$ cat src/rtl/sum_sequencer.sv
// Sequencer for the sumItUp adder: buffers a run of operands, replays them as one
// contiguous go_l burst, then cross-checks the adder's sum against a shadow sum.
module sum_sequencer #(
   parameter int unsigned W       = 8,
   parameter int unsigned DEPTH   = 16,
   parameter int unsigned TIMEOUT = 64
) (
   input  logic                   ck,
   input  logic                   reset,
   input  logic                   start,
   input  logic [$clog2(DEPTH):0] cnt,
   input  logic                   src_valid,
   input  logic [W-1:0]           src_data,
   output logic                   src_ready,
   output logic                   go_l,
   output logic [W-1:0]           inA,
   input  logic                   done,
   input  logic [W-1:0]           sum,
   output logic                   res_valid,
   output logic [W-1:0]           res_data,
   input  logic                   res_ready,
   output logic                   busy,
   output logic                   mismatch,
   output logic                   timeout_err
);

   localparam int unsigned CW = $clog2(DEPTH) + 1;
   localparam int unsigned AW = (DEPTH > 1) ? $clog2(DEPTH) : 1;
   localparam int unsigned TW = $clog2(TIMEOUT + 1);
   localparam logic [CW-1:0] DepthC   = CW'(DEPTH);
   localparam logic [TW-1:0] TmoLastC = TW'(TIMEOUT - 1);

   localparam logic [2:0] StIdle  = 3'd0;
   localparam logic [2:0] StFetch = 3'd1;
   localparam logic [2:0] StFeed  = 3'd2;
   localparam logic [2:0] StWait  = 3'd3;
   localparam logic [2:0] StHold  = 3'd4;
   localparam logic [2:0] StErr   = 3'd5;

   logic [2:0]    state_q, state_d;
   logic [CW-1:0] cnt_q, cnt_d;
   logic [CW-1:0] wr_ptr_q, wr_ptr_d;
   logic [CW-1:0] rd_ptr_q, rd_ptr_d;
   logic [W-1:0]  shadow_q, shadow_d;
   logic [TW-1:0] tmo_q, tmo_d;
   logic [W-1:0]  res_data_q, res_data_d;
   logic          mismatch_q, mismatch_d;
   logic          tmo_err_q, tmo_err_d;
   logic [W-1:0]  mem_q [DEPTH];
   logic          accept;

   assign accept = (state_q == StFetch) && src_valid;

   always_comb begin
      state_d    = state_q;
      cnt_d      = cnt_q;
      wr_ptr_d   = wr_ptr_q;
      rd_ptr_d   = rd_ptr_q;
      shadow_d   = shadow_q;
      tmo_d      = tmo_q;
      res_data_d = res_data_q;
      mismatch_d = mismatch_q;
      tmo_err_d  = tmo_err_q;
      case (state_q)
         // ERR accepts a new run exactly as IDLE does
         StIdle, StErr: begin
            if (start) begin
               mismatch_d = 1'b0;
               tmo_err_d  = 1'b0;
               wr_ptr_d   = '0;
               rd_ptr_d   = '0;
               shadow_d   = '0;
               tmo_d      = '0;
               if (cnt == '0) begin
                  res_data_d = '0;
                  state_d    = StHold;
               end else begin
                  cnt_d   = (cnt > DepthC) ? DepthC : cnt;
                  state_d = StFetch;
               end
            end
         end
         StFetch: begin
            if (src_valid) begin
               wr_ptr_d = wr_ptr_q + CW'(1);
               shadow_d = shadow_q + src_data;
               if (wr_ptr_d == cnt_q) state_d = StFeed;
            end
         end
         StFeed: begin
            rd_ptr_d = rd_ptr_q + CW'(1);
            tmo_d    = '0;
            if (rd_ptr_d == cnt_q) state_d = StWait;
         end
         StWait: begin
            if (done) begin
               res_data_d = sum;
               mismatch_d = (sum != shadow_q);
               state_d    = StHold;
            end else if (tmo_q == TmoLastC) begin
               tmo_err_d = 1'b1;
               state_d   = StErr;
            end else begin
               tmo_d = tmo_q + TW'(1);
            end
         end
         StHold: begin
            if (res_ready) state_d = StIdle;
         end
         default: state_d = StIdle;
      endcase
   end

   always_ff @(posedge ck) begin
      if (reset) begin
         state_q    <= StIdle;
         cnt_q      <= '0;
         wr_ptr_q   <= '0;
         rd_ptr_q   <= '0;
         shadow_q   <= '0;
         tmo_q      <= '0;
         res_data_q <= '0;
         mismatch_q <= 1'b0;
         tmo_err_q  <= 1'b0;
      end else begin
         state_q    <= state_d;
         cnt_q      <= cnt_d;
         wr_ptr_q   <= wr_ptr_d;
         rd_ptr_q   <= rd_ptr_d;
         shadow_q   <= shadow_d;
         tmo_q      <= tmo_d;
         res_data_q <= res_data_d;
         mismatch_q <= mismatch_d;
         tmo_err_q  <= tmo_err_d;
      end
   end

   // Buffer contents need no reset; pointers gate every read.
   always_ff @(posedge ck) begin
      if (accept) mem_q[wr_ptr_q[AW-1:0]] <= src_data;
   end

   assign src_ready   = (state_q == StFetch);
   assign go_l        = (state_q != StFeed);
   assign inA         = (state_q == StFeed) ? mem_q[rd_ptr_q[AW-1:0]] : '0;
   assign res_valid   = (state_q == StHold);
   assign res_data    = res_data_q;
   assign busy        = (state_q != StIdle);
   assign mismatch    = mismatch_q;
   assign timeout_err = tmo_err_q;

endmodule
$ cat config.mk
export PLATFORM = sky130hd
export DESIGN_NAME = sum_sequencer
export DESIGN_NICKNAME = d
export VERILOG_FILES = /design/src/rtl/sum_sequencer.sv
export SDC_FILE = /design/constraint.sdc
export NUM_CORES = 1
export LEC_CHECK = 0
export ABC_AREA = 1
export BUFFER_PORTS_ARGS = -buffer_cell sky130_fd_sc_hd__buf_2
export CELL_PAD_IN_SITES_DETAIL_PLACEMENT = 1
export CELL_PAD_IN_SITES_GLOBAL_PLACEMENT = 1
export CORE_UTILIZATION = 54
export CTS_BUF_LIST = sky130_fd_sc_hd__clkbuf_8
export DETAILED_ROUTE_END_ITERATION = 7
export HOLD_SLACK_MARGIN = 0.02
export PLACE_DENSITY_LB_ADDON = 0.1
export SYNTH_ARGS = -nofsm -noshare
export SYNTH_HDL_FRONTEND = slang
export SYNTH_SLANG_ARGS = --single-unit
$ cat constraint.sdc
create_clock -name ck -period 3 [get_ports ck]
set_input_delay 0.6 -clock ck [delete_from_list [all_inputs] [get_ports ck]]
set_output_delay 0.6 -clock ck [all_outputs]
set_load 0.1 [all_outputs]
==> flow_metrics.env <==
export IMPL_grt_use_total_pct=30.8
export IMPL_wire_per_inst_microns=21.2
export IMPL_irDropWorstVdd_mv=0.614
export IMPL_worstPathRequired_ps=2400
export IMPL_area_growth_syn_to_layout_pct=13.9
export IMPL_num_nets_final=857
export IMPL_num_vias=5983
export IMPL_diodes=0
export IMPL_min_period_over_period_pct=96.5
export IMPL_dieWidth_microns=121
export IMPL_pwr_density_cell_nw_per_um2=684
export IMPL_cts_made_buffers=17
export IMPL_status="complete, no violations"
export IMPL_drv_slew=0
export IMPL_via_per_inst=5.93
export IMPL_cts_sinks=175
export IMPL_design_area_sq_um=8730
export IMPL_io_pins=49
export IMPL_die_area_sq_um=14700
export IMPL_cts_root_buf="clkbuf_8"
export IMPL_synth_area_per_cell_sq_um=10.3
export IMPL_worstMarginPinSlew_ps=891
export IMPL_first_global_vias=6251
export IMPL_min_period_ps=2900
export IMPL_synth_fp_nets=789
export IMPL_grt_pass1_wl_microns=33300
export IMPL_finClkSkew_ps=8.59
export IMPL_dp_hpwl_microns=14900
export IMPL_cts_tree="yes"
export IMPL_hold_viol_final=0
export IMPL_crit_path_start_kind="flop"
export IMPL_fin_total_pwr_mw=5.97
export IMPL_floorplan_initialDensity_pct=55.2
export IMPL_yosysWarnings=0
export IMPL_place_area_sq_um=8350
export IMPL_postRouteAntennaNets=0
export IMPL_portBuffers=48
export IMPL_p_leak_nw=3.18
export IMPL_final_cell_mix="edfxtp_1, nand2_1, nor2_1, o21ai_0, a21oi_1"
export IMPL_gp_congestion=0.855
export IMPL_die_y_microns=121
export IMPL_crit_top_cell="buf_4"
export IMPL_ctsHoldBuffers=0
export IMPL_core_area_sq_um=13900
export IMPL_clock_fmax_mhz=345
export IMPL_grt_max_degree=53
export IMPL_clk_pin_slew_ps=90
export IMPL_critPathSlowestCell="dfxtp_1"
export IMPL_seq_area_frac_synth_pct=62.4
export IMPL_hold_class="in2reg"
export IMPL_worst_setup_path_type="reg2out"
export IMPL_antenna_found_initial=0
export IMPL_slew_headroom_pct=40.4
export IMPL_grt_remaining_overflow=0
export IMPL_syn_inst=748
export IMPL_endpoint_kind="output pin"
export IMPL_layout_commonest_cell="edfxtp_1"
export IMPL_clkLatencyLatePin_ps=450
export IMPL_h_tree_depth=4
export IMPL_firstDrtPassIters=5
export IMPL_ctsLongestPathBuffers=2
export IMPL_fp_row_count=43
export IMPL_path_cells="inv_2 > nor3_4 > clkinvlp_4 > buf_4 > a21oi_1 > buf_4"
export IMPL_ys_ff_latch=175
export IMPL_drcViolationCount=0
export IMPL_drive_gt1_share_pct=16.8
export IMPL_rsz0062_at_grt="no"
export IMPL_synthDistinctLibCells=35
export IMPL_crit_fanout=10
export IMPL_setup_viol=0
export IMPL_wirelength_microns=21400
export IMPL_synth_area_sq_um=7670
export IMPL_cp_arrival_ps=2300
export IMPL_drt_iter0_markers=506
export IMPL_cp_slowest_stage_delay_ps=450
export IMPL_maxCapViolations=0
==> layout make-up <==
cell class	count	area, sq um
flip-flops and latches	175	4790
clock buffers	19	262
clock inverters	13	62.6
multi-input cells	492	2600
well taps	180	225
fillers	1541	5150
inverters	51	198
repair buffers	79	601
==> state kept, by name, indices dropped and copies added, names as in the netlist, named ones only <==
name,cells
mem_q,128
res_data,8
shadow_q,8
tmo_q,7
cnt_q,5
rd_ptr_q,5
wr_ptr_q,5
state_q,3
mismatch,1
timeout_err,1
==> repair_timing <==
| action | 4_1_cts | 5_1_grt |
|---|---|---|
| gates resized for setup | 5 | 7 |
| buffers inserted | 0 | 2 |
| setup endpoints to repair | 8 | 8 |
| endpoints found under the hold margin | 0 | 0 |
==> power breakdown <==
part	internal, mW	switching (mW)	leakage, nW
clock	0.590	0.799	0.186
combinational	0.511	1.28	1.46
sequential	2.69	0.106	1.53
total	3.79	2.18	3.18
==> Yosys cell counts <==
| cell type | count | area share, % |
|---|---|---|
| o221ai_1 | 25 | 2.9 |
| o21ai_0 | 76 | 5.0 |
| nor2_1 | 103 | 5.0 |
| nand4_1 | 10 | 0.82 |
| a21oi_1 | 53 | 3.5 |
| a211oi_1 | 4 | 0.39 |
| nor3_1 | 6 | 0.39 |
| o21ai_1 | 3 | 0.20 |
| nand3_1 | 34 | 2.2 |
| nor2_4 | 4 | 0.59 |
| inv_4 | 1 | 0.082 |
| or2_2 | 1 | 0.082 |
| ha_1 | 13 | 2.1 |
| nor3_2 | 1 | 0.13 |
| nand2_4 | 1 | 0.15 |
| xnor2_1 | 9 | 1.0 |
| xor2_1 | 2 | 0.23 |
| clkbuf_1 | 25 | 1.2 |
| inv_1 | 44 | 2.2 |
| nand3b_1 | 2 | 0.20 |
| dfxtp_1 | 47 | 12 |
| buf_4 | 1 | 0.098 |
| buf_2 | 4 | 0.26 |
| edfxtp_1 | 128 | 50 |
| nor3_4 | 1 | 0.21 |
| nand2_1 | 115 | 5.6 |
| o211ai_1 | 7 | 0.69 |
| fa_1 | 1 | 0.26 |
| o21a_1 | 1 | 0.098 |
| o22ai_1 | 7 | 0.57 |
| o211a_1 | 1 | 0.13 |
| inv_2 | 6 | 0.29 |
| nand2_2 | 5 | 0.41 |
| a21oi_2 | 2 | 0.23 |
| nor2_2 | 5 | 0.41 |
==> path summary, 6_finish.rpt <==
check | startpoint | endpoint | slack (ps) | cells after the start
worst min register to register | res_data[4] | res_data[4] | 470 | 2
worst max-delay path | state_q[1] | inA[0] | 100 | 6
worst min-delay path | reset | tmo_q[0] | 370 | 2
worst max register to register | state_q[2] | mem_q[0][6] | 620 | 7
==> cell families (layout without fill, tap and decap cells) <==
group / Yosys count / after routing / share of synthesized area, %
buffers and inverters: 81 / 162 / 4.11
AO/OA/AOI/OAI: 179 / 179 / 13.6
flip-flops: 175 / 175 / 62.4
AND/OR/NAND/NOR: 288 / 288 / 16.3
adder cells (fa/ha/maj): 14 / 14 / 2.38
XOR/XNOR: 11 / 11 / 1.26
==> metal layers <==
| metal | up-vias | GRT usage (%) | routed length [microns] |
|---|---|---|---|
| met1 | 2929 | 36.4 | 8570 |
| met5 | - | 0 | 0 |
| met2 | 224 | 54.5 | 11100 |
| met4 | 0 | 14.0 | 747 |
| li1 | 2782 | - | - |
| met3 | 48 | 5.55 | 1030 |
==> worst max-delay path, delay by kind of cell (launching register included) <==
family / cells / cell delay, ps
AO/OA/AOI/OAI: 1 / 220
buffers and inverters: 4 / 830
AND/OR/NAND/NOR: 1 / 340
flip-flops: 1 / 450
==> stage by stage <==
step / utilization [%] / setup TNS [ps] / cells / hold slack (ps) / worst slack, ps
5_1_grt: 62.9 / 0 / 1009 / 361 / 0.0218
3_3_place_gp: 60.1 / 0 / 975 / 440 / 475
6_report: 62.9 / 0 / 1009 / 369 / 104
4_1_cts: 62.6 / 0 / 1007 / 356 / 12.5
3_5_place_dp: 60.1 / 0 / 975 / 459 / 297
2_1_floorplan: - / -2520 / 748 / 431 / -316
No activity file was read; power rests on OpenSTA's default activity.
